File: config.mk
export PLATFORM = sky130hd
export DESIGN_NAME = uart_tx_wb
export DESIGN_NICKNAME = d
export VERILOG_FILES = /design/src/rtl/uart_tx_wb.sv
export SDC_FILE = /design/constraint.sdc
export NUM_CORES = 1
export LEC_CHECK = 0
export CORE_MARGIN = 2
export CORE_UTILIZATION = 45
export CTS_CLUSTER_SIZE = 8
export DETAILED_ROUTE_END_ITERATION = 7
export PLACE_DENSITY = 0.73
export REMOVE_ABC_BUFFERS = 1
export SLEW_MARGIN = 20
export SYNTH_ARGS = -nofsm -noshare
export SYNTH_HDL_FRONTEND = slang
export SYNTH_SLANG_ARGS = --single-unit
File: constraint.sdc
create_clock -name clk_i -period 3.2 [get_ports clk_i]
set_clock_uncertainty 0.2 [all_clocks]
set_input_delay 0.64 -clock clk_i [delete_from_list [all_inputs] [get_ports clk_i]]
set_output_delay 0.64 -clock clk_i [all_outputs]
set_load 0.02 [all_outputs]
File: src/rtl/uart_tx_wb.sv
// rtl/uart_tx_wb.sv - Wishbone classic slave, buffered 8N1 UART transmitter
module uart_tx_wb #(
    parameter int          DAT_WIDTH   = 32,
    parameter int          ADR_WIDTH   = 32,
    parameter int          SEL_WIDTH   = 4,
    parameter int          FIFO_DEPTH  = 8,
    parameter logic [15:0] DEFAULT_DIV = 16'd433
) (
    input  logic                 clk_i,
    input  logic                 rst_i,
    input  logic                 utx_stb_i,
    input  logic                 utx_cyc_i,
    input  logic                 utx_we_i,
    input  logic [SEL_WIDTH-1:0] utx_sel_i,
    input  logic [ADR_WIDTH-1:0] utx_adr_i,
    input  logic [DAT_WIDTH-1:0] utx_dat_i,
    output logic [DAT_WIDTH-1:0] utx_dat_o,
    output logic                 utx_ack_o,
    output logic                 utx_err_o,
    output logic                 utx_tx_o
);

    localparam int PTR_W = $clog2(FIFO_DEPTH);
    localparam int LVL_W = PTR_W + 1;

    localparam logic [1:0] REG_DATA   = 2'd0;
    localparam logic [1:0] REG_STATUS = 2'd1;
    localparam logic [1:0] REG_DIV    = 2'd2;
    localparam logic [1:0] REG_UNMAP  = 2'd3;

    localparam logic [PTR_W-1:0] PTR_ONE = 1;
    localparam logic [LVL_W-1:0] LVL_ONE = 1;
    localparam logic [LVL_W-1:0] LVL_FULL = LVL_W'(FIFO_DEPTH);

    typedef enum logic [1:0] {
        ST_IDLE,
        ST_START,
        ST_DATA,
        ST_STOP
    } state_t;

    state_t               state;
    state_t               state_nxt;
    logic                 pop;
    logic                 req;
    logic                 push;
    logic                 full;
    logic                 empty;
    logic                 busy;
    logic                 wr_err;
    logic [1:0]           reg_sel;
    logic [7:0]           fifo_mem [FIFO_DEPTH];
    logic [PTR_W-1:0]     wr_ptr;
    logic [PTR_W-1:0]     rd_ptr;
    logic [LVL_W-1:0]     level;
    logic [15:0]          div_reg;
    logic [15:0]          div_lat;
    logic [15:0]          bit_cnt;
    logic [2:0]           bit_idx;
    logic [7:0]           shreg;
    logic [DAT_WIDTH-1:0] rd_data;
    logic                 unused_ok;

    assign unused_ok = ^{utx_dat_i[DAT_WIDTH-1:16], utx_adr_i[ADR_WIDTH-1:4],
                         utx_adr_i[1:0], utx_sel_i[SEL_WIDTH-1:2]};

    assign reg_sel = utx_adr_i[3:2];
    assign req     = utx_stb_i & utx_cyc_i & ~utx_ack_o & ~utx_err_o;
    assign full    = (level == LVL_FULL);
    assign empty   = (level == '0);
    assign busy    = (state != ST_IDLE);
    // A byte write to a full FIFO is refused; a same-cycle pop does not rescue it.
    assign wr_err  = utx_we_i & (reg_sel == REG_DATA) & utx_sel_i[0] & full;
    assign push    = req & utx_we_i & (reg_sel == REG_DATA) & utx_sel_i[0] & ~full;

    // Read mux, captured into dat_o in the response cycle
    always_comb begin
        rd_data = '0;
        case (reg_sel)
            REG_STATUS: begin
                rd_data[0]           = busy;
                rd_data[1]           = full;
                rd_data[2]           = empty;
                rd_data[8 +: LVL_W]  = level;
            end
            REG_DIV:    rd_data[15:0] = div_reg;
            default:    rd_data = '0;
        endcase
    end

    // Registered single-cycle ack/err with read data
    always_ff @(posedge clk_i or negedge rst_i) begin
        if (!rst_i) begin
            utx_ack_o <= 1'b0;
            utx_err_o <= 1'b0;
            utx_dat_o <= '0;
        end else begin
            utx_ack_o <= 1'b0;
            utx_err_o <= 1'b0;
            utx_dat_o <= '0;
            if (req) begin
                if (reg_sel == REG_UNMAP || wr_err) begin
                    utx_err_o <= 1'b1;
                end else begin
                    utx_ack_o <= 1'b1;
                    if (!utx_we_i) begin
                        utx_dat_o <= rd_data;
                    end
                end
            end
        end
    end

    // Baud divisor register with byte-lane gating
    always_ff @(posedge clk_i or negedge rst_i) begin
        if (!rst_i) begin
            div_reg <= DEFAULT_DIV;
        end else if (req && utx_we_i && reg_sel == REG_DIV) begin
            if (utx_sel_i[0]) div_reg[7:0]  <= utx_dat_i[7:0];
            if (utx_sel_i[1]) div_reg[15:8] <= utx_dat_i[15:8];
        end
    end

    // FIFO storage; contents need no reset since level gates every read
    always_ff @(posedge clk_i) begin
        if (push) begin
            fifo_mem[wr_ptr] <= utx_dat_i[7:0];
        end
    end

    // FIFO pointers and occupancy
    always_ff @(posedge clk_i or negedge rst_i) begin
        if (!rst_i) begin
            wr_ptr <= '0;
            rd_ptr <= '0;
            level  <= '0;
        end else begin
            if (push) wr_ptr <= wr_ptr + PTR_ONE;
            if (pop)  rd_ptr <= rd_ptr + PTR_ONE;
            case ({push, pop})
                2'b10:   level <= level + LVL_ONE;
                2'b01:   level <= level - LVL_ONE;
                default: level <= level;
            endcase
        end
    end

    // Transmitter state register
    always_ff @(posedge clk_i or negedge rst_i) begin
        if (!rst_i) begin
            state <= ST_IDLE;
        end else begin
            state <= state_nxt;
        end
    end

    // Next state; a pop starts every frame, including a chained one from STOP
    always_comb begin
        state_nxt = state;
        pop       = 1'b0;
        case (state)
            ST_IDLE: begin
                if (!empty) begin
                    state_nxt = ST_START;
                    pop       = 1'b1;
                end
            end
            ST_START: begin
                if (bit_cnt == 16'd0) state_nxt = ST_DATA;
            end
            ST_DATA: begin
                if (bit_cnt == 16'd0 && bit_idx == 3'd7) state_nxt = ST_STOP;
            end
            ST_STOP: begin
                if (bit_cnt == 16'd0) begin
                    if (!empty) begin
                        state_nxt = ST_START;
                        pop       = 1'b1;
                    end else begin
                        state_nxt = ST_IDLE;
                    end
                end
            end
            default: state_nxt = ST_IDLE;
        endcase
    end

    // Bit timing and shift register; divisor is frozen per frame in div_lat
    always_ff @(posedge clk_i or negedge rst_i) begin
        if (!rst_i) begin
            div_lat <= DEFAULT_DIV;
            bit_cnt <= '0;
            bit_idx <= '0;
            shreg   <= '0;
        end else if (pop) begin
            shreg   <= fifo_mem[rd_ptr];
            div_lat <= div_reg;
            bit_cnt <= div_reg;
            bit_idx <= '0;
        end else if (state != ST_IDLE) begin
            if (bit_cnt == 16'd0) begin
                bit_cnt <= div_lat;
                if (state == ST_DATA) begin
                    shreg   <= {1'b0, shreg[7:1]};
                    bit_idx <= bit_idx + 3'd1;
                end
            end else begin
                bit_cnt <= bit_cnt - 16'd1;
            end
        end
    end

    // Registered serial line driven from the current state
    always_ff @(posedge clk_i or negedge rst_i) begin
        if (!rst_i) begin
            utx_tx_o <= 1'b1;
        end else begin
            case (state)
                ST_START: utx_tx_o <= 1'b0;
                ST_DATA:  utx_tx_o <= shreg[0];
                default:  utx_tx_o <= 1'b1;
            endcase
        end
    end

endmodule

==> metrics.cfg, run 1 <==
[synthesis]
netlist.area_leader.share_pct = 28.6
synth_warnings = 0
synth-edff-count = 64
yosysTopAreaCell = dfrtp_1
async_flop_share_pct = 58.4
synthCells = 546
ys_ff_latch = 154
synth_flop_cell = dfrtp_1
synth_area_per_cell_um2 = 12.7
ys_types = 55
synthesis.area_um2 = 6910
synthTopCellsByArea = dfrtp_1 29%, edfxtp_1 28%, mux4_2 5.2%
synth_seq_area_share_pct = 60.6

[floorplanning]
ioPinCount = 108
rows = 45
die_w_um = 128
die_h_um = 128
core_um2 = 15100
start_util_pct = 45.8
die-area_um2 = 16400

[placement]
dp_hpwl_mm = 10.2
globalplace.congestion = 0.888
io_buffers = 43

[sta]
finalSetupViolations = 0
worstMarginPinSlew_ps = 836
period_share_pct = 95.0
rsz0062_at_grt = false
finalMaxSlewViolations = 0
hold_violations = 0
slew_headroom_pct = 43.7
finalSetupTns_ps = 0
fin_crit_ps = 3040
fmax_mhz = 329

[run_status]
outcome = finished, final reports clean

[setup_path]
crit_slowest_cell = or4_1
slowest_delay_ps = 610
start_kind = flop
path_max_fanout = 5
crit_arrival_ps = 3140
setup.worst_path.class = flop to flop
crit_required_ps = 3300
crit_family = simple AND/OR/NAND/NOR gates
critPathBufInv = 1
crit_chain = or4_1 > and2_1 > a31oi_2 > inv_2 > ha_1 > xor2_1 > ha_1 > a21oi_1 > xor2_1 > nor2_1 > xor2_1
setup.worst_path.end_class = flop
cp_common_cell = xor2_1

[global_route]
grt_pass1_wl_mm = 24.9
overflow = 0
antenna_found_initial = 0
grt_max_degree = 53
track_usage_pct = 19.7
grt_pass1_vias = 4795

[drt]
final_antenna_net_count = 0
dr.first_iter.drc_count = 291
via_count = 4647
drcViolationCount = 0
first_pass_iters = 5
routed_wire_length_per_instance_um = 18.4
viasPerCell = 5.62
drt_wl_total_mm = 15.2

[min_path]
hp-class = flop to flop

[power_and_ir_drop]
power_density_nw_per_um2 = 820
power_mw = 6.79
irDropWorstVdd_uv = 431
p_leak_nw = 3.36

[final_layout]
regMostFlops = fifo_mem
diodes = 0
drive_above_1_share_pct = 19.4
layout.nets = 716
syn_to_final_growth_pct = 19.7
largest_reg_flops = 64
fillers = 1244

[cts]
cts-root-buf = clkbuf_16
cts_buffers = 17
clk_path_buf_depth = 2
clkTransAtPathRegs_ps = 70
cts.sinks = 154
cts_tree = yes
clock_latency_ps = 420
h-tree-depth = 4
post_cts_buffers = 0

[run]
drv_cap = 0

## cells in the mapped netlist (all sizes together), types with 4 or more instances
library cell and n:
clkbuf 12, xor2 4, nor3 16, o21ai 15, nor2b 12, buf 25
a31oi 5, and3 10, or4 4, a211oi 9, or3 4, nor2 31
edfxtp 64, a22oi 9, mux2i 15, ha 17, nor4 7, dfstp 11
nand3 14, o211ai 12, xnor2 9, dfrtp 79, nand2 71, nand4 5
inv 12, mux4 16, mux2 17, a21oi 19
## placed cells by master, fill, tap and decap left out, types with 6 or more instances in the layout
cell             count
mux2i_1             15
edfxtp_1            64
nand2_1             71
clkbuf_16           17
xnor2_1              9
mux2_2              17
buf_4               39
and3_1              10
inv_1               11
nor4_1               6
dfstp_2             11
nor2_1              30
a211oi_1             9
mux4_2              16
conb_1              16
dfrtp_1             79
nor3_1              15
a21oi_1             19
ha_1                16
nor2b_1             12
nand3_1             14
o211ai_1            12
clkdlybuf4s50_1     42
o21ai_0             11
a22oi_1              9
## report_power, final
part           switching (mW)  total, mW  internal (mW)
Clock                   0.836       1.84           1.00
Sequential              0.346       2.75           2.40
Combinational            1.21       2.20          0.987
Total                    2.39       6.79           4.39
## stage by stage
step | setup slack [ps] | cells | hold slack, ps | area, um^2 | util [%]
5_1_grt | 77.0 | 827 | 273 | 8280 | 54.8
4_1_cts | 148 | 827 | 263 | 8270 | 54.8
3_3_place_gp | -120 | 794 | 248 | 7720 | 51.2
3_5_place_dp | -276 | 794 | 251 | 7720 | 51.2
2_1_floorplan | -724 | 524 | 144 | 6750 | -
6_report | 160 | 827 | 261 | 8280 | 54.8
## kinds of logic (layout without fill, tap and decap cells)
family	Yosys count	after routing	share of synthesized area [%]
simple gates	184	184	13.1
flops	154	154	60.6
compound gates	78	78	7.44
buf+inv	51	129	3.93
mux	48	48	10.2
fa+ha+maj	17	17	3.08
xor+xnor	13	13	1.65
other cells	1	16	0.0542
## layout make-up
type | count | area [um^2] | share of cell area (%)
tap | 188 | 235 | 2.84
inverter | 14 | 52.6 | 0.635
clock buffer | 17 | 425 | 5.14
timing repair buffer | 83 | 743 | 8.98
clock inverter | 15 | 114 | 1.38
sequential | 154 | 4190 | 50.6
multi-input combinational | 356 | 2520 | 30.4
## tightest hold or removal path, stage by stage, from the launching register on
cell     delay, ps
dfstp_2        370
nand2_1         50
nand2_1         50
## worst paths after layout
check	endpoint	slack, ps	depth (start not counted)	startpoint
max	level[2]	160	11	level[2]
min	div_lat[7]	260	2	div_lat[7]
max reg2reg	level[2]	160	11	level[2]
min reg2reg	div_lat[7]	260	2	div_lat[7]
max in group asynchronous	div_reg[4]	1570	3	rst_i
min in group asynchronous	utx_dat_o[14]	530	2	rst_i
## layer usage
layer  up-vias  global-route usage (%)  wire (um)
met4         0                    7.69        333
met5         -                       0          0
met2       142                    32.7       7700
met3        32                    3.38        634
met1      2336                    26.0       6550
li1       2137                       -          -
## timing repair
item                                    in CTS  in global routing
hold buffers                                 1                  0
resized for setup                            0                  2
endpoints found under the setup margin       0                  1
endpoints found under the hold margin        1                  0
Power figures use the tool's default switching activity.
==> run 2, diff against run 1 <==
--- a/config.mk
+++ b/config.mk
@@ -11,7 +11,6 @@
 export DETAILED_ROUTE_END_ITERATION = 7
 export PLACE_DENSITY = 0.73
 export REMOVE_ABC_BUFFERS = 1
-export SLEW_MARGIN = 20
 export SYNTH_ARGS = -nofsm -noshare
 export SYNTH_HDL_FRONTEND = slang
 export SYNTH_SLANG_ARGS = --single-unit
==> results of run 2 <==
Final layout, timing and power as in run 1 (identical DEF).
==> run 3, diff against run 2 <==
--- a/config.mk
+++ b/config.mk
@@ -5,6 +5,7 @@
 export SDC_FILE = /design/constraint.sdc
 export NUM_CORES = 1
 export LEC_CHECK = 0
+export CORE_ASPECT_RATIO = 1.25
 export CORE_MARGIN = 2
 export CORE_UTILIZATION = 45
 export CTS_CLUSTER_SIZE = 8
==> metrics.cfg, run 3 (synthesis gave the netlist of run 1 again) <==
[cts]
cts_tree = yes
post_cts_buffers = 0  ; unchanged
cts_buffers = 17  ; unchanged
clk_path_buf_depth = 2  ; unchanged
cts_resized = 0  ; unchanged
clkTransAtPathRegs_ps = 70  ; about the same
cts-root-buf = clkbuf_16
hold_buffers = 0  ; -1
clock_latency_ps = 420  ; about the same
h-tree-depth = 4  ; unchanged
cts.sinks = 154  ; unchanged

[sta]
fmax_mhz = 337  ; +2.4%
finalMaxSlewViolations = 0  ; unchanged
slew_headroom_pct = 43.1  ; -0.66 points
hold_violations = 0  ; unchanged
fin_crit_ps = 2970  ; -71.6 ps
worstMarginPinSlew_ps = 846  ; +9.88 ps
period_share_pct = 92.8  ; -2.2 points
fin_hold_ws_ps = 32.5  ; -229 ps
setup_slack_ps = 231  ; +71.6 ps
finalSetupViolations = 0  ; unchanged
rsz0062_at_grt = false

[final_layout]
layout.nets = 713  ; -0.42%
final_cell_mix = 79 x dfrtp_1, 71 x nand2_1, 64 x edfxtp_1
largest_reg_flops = 64  ; unchanged
fillers = 1210  ; -2.7%
regMostFlops = fifo_mem
seqCellArea_um2 = 4190  ; unchanged
drive_above_1_share_pct = 19.1  ; -0.35 points
fin_util_pct = 55.2  ; +0.35 points
multiInputGateArea_um2 = 2510  ; -0.30%
final_common_cell = dfrtp_1
diodes = 0  ; unchanged
syn_to_final_growth_pct = 19.9

[floorplanning]
core_um2 = 15000  ; -0.50%
die_h_um = 143  ; +11%
die_w_um = 115  ; -10%
ioPinCount = 108  ; unchanged
die-area_um2 = 16400  ; about the same
rows = 50  ; +11%
start_util_pct = 46.0  ; +0.23 points

[drt]
drcViolationCount = 0  ; unchanged
drt_wl_total_mm = 14.7  ; -3.4%
viasPerCell = 5.57  ; -0.87%
routed_wire_length_per_instance_um = 18.0  ; -2.2%
via_count = 4551  ; -2.1%
dr.first_iter.drc_count = 227  ; -22%
final_antenna_net_count = 0  ; unchanged
first_pass_iters = 4  ; -1

[global_route]
grt_max_degree = 49  ; -7.5%
grt_pass1_wl_mm = 24.0  ; -3.6%
grt_pass1_vias = 4728  ; -1.4%
track_usage_pct = 19.1  ; -0.59 points
antenna_found_initial = 0  ; unchanged
overflow = 0  ; unchanged

[setup_path]
start_kind = flop
reg2reg_slack_ps = 230  ; +70 ps
setup.worst_path.class = flop to flop
r2r-start = level[2]
cp-startpoint = level[2]
crit_arrival_ps = 3070  ; -70 ps
path_max_fanout = 3  ; -2
crit_path_end = level[2]
crit_required_ps = 3300  ; about the same
worstReg2RegEnd = level[2]
setup.worst_path.end_class = flop
r2r_cells = 11  ; unchanged

[placement]
preCtsSetupSlack_ps = -52.8  ; +223 ps
io_buffers = 43  ; unchanged
dp_hpwl_mm = 10.3  ; +0.76%
globalplace.congestion = 0.912  ; +2.8%

[power_and_ir_drop]
irDropWorstVdd_uv = 537  ; +24%
p_leak_nw = 3.36  ; +0.17%
power_density_nw_per_um2 = 832  ; +1.4%
power_mw = 6.89  ; +1.6%

[run]
drv_cap = 0  ; unchanged

[min_path]
hp-class = input pin to asynchronous set/reset pin

[run_status]
outcome = finished, final reports clean

-- run 3: final cells by class --
cell class                 count  share of cell area (%)
tap                          182                    2.75
timing repair buffer          80                    8.67
multi-input combinational    356                    30.3
clock buffer                  17                    5.13
sequential                   154                    50.5
inverter                      14                   0.634
clock inverter                14                    1.99
-- run 3: per-layer routing --
metal / track usage (%) / vias up / routed length (um)
met5: 0 / - / 0
met4: 8.05 / 0 / 233
met3: 2.64 / 18 / 628
met2: 32.9 / 120 / 7690
li1: - / 2119 / -
met1: 24.0 / 2294 / 6160
-- run 3: per-stage QoR --
| step | setup TNS, ps | instances | instance area, um^2 |
|---|---|---|---|
| floorplan | -1980 | 524 | 6750 |
| global placement | 0 | 786 | 7700 |
| detailed placement | -52.8 | 786 | 7700 |
| CTS | 0 | 817 | 8290 |
| global route | 0 | 817 | 8290 |
| finish | 0 | 817 | 8290 |
-- run 3: where the power goes --
group          switching, mW  leakage, nW  internal [mW]
clock                  0.813        0.275           1.16
combinational           1.20         1.37          0.986
sequential             0.330         1.71           2.41
total                   2.34         3.36           4.55
-- run 3: worst min-delay path by stage --
stage          startpoint          to  slack, ps  cells past startpoint
2_1_floorplan       rst_i  bit_cnt[0]        140                      0
3_3_place_gp   div_lat[4]  div_lat[4]        250                      2
3_5_place_dp   div_lat[5]  div_lat[5]        250                      2
4_1_cts             rst_i   utx_ack_o         50                      1
5_1_grt             rst_i   utx_ack_o         80                      1
6_report            rst_i   utx_ack_o         30                      1
-- run 3: critical path: stages (launching register included) --
cell	delay (ps)
dfrtp_1	380
or4_1	600
and2_1	200
a31oi_2	290
inv_2	90
ha_1	240
xor2_1	170
ha_1	170
a21oi_1	150
xor2_1	170
nor2_1	60
xor2_1	140
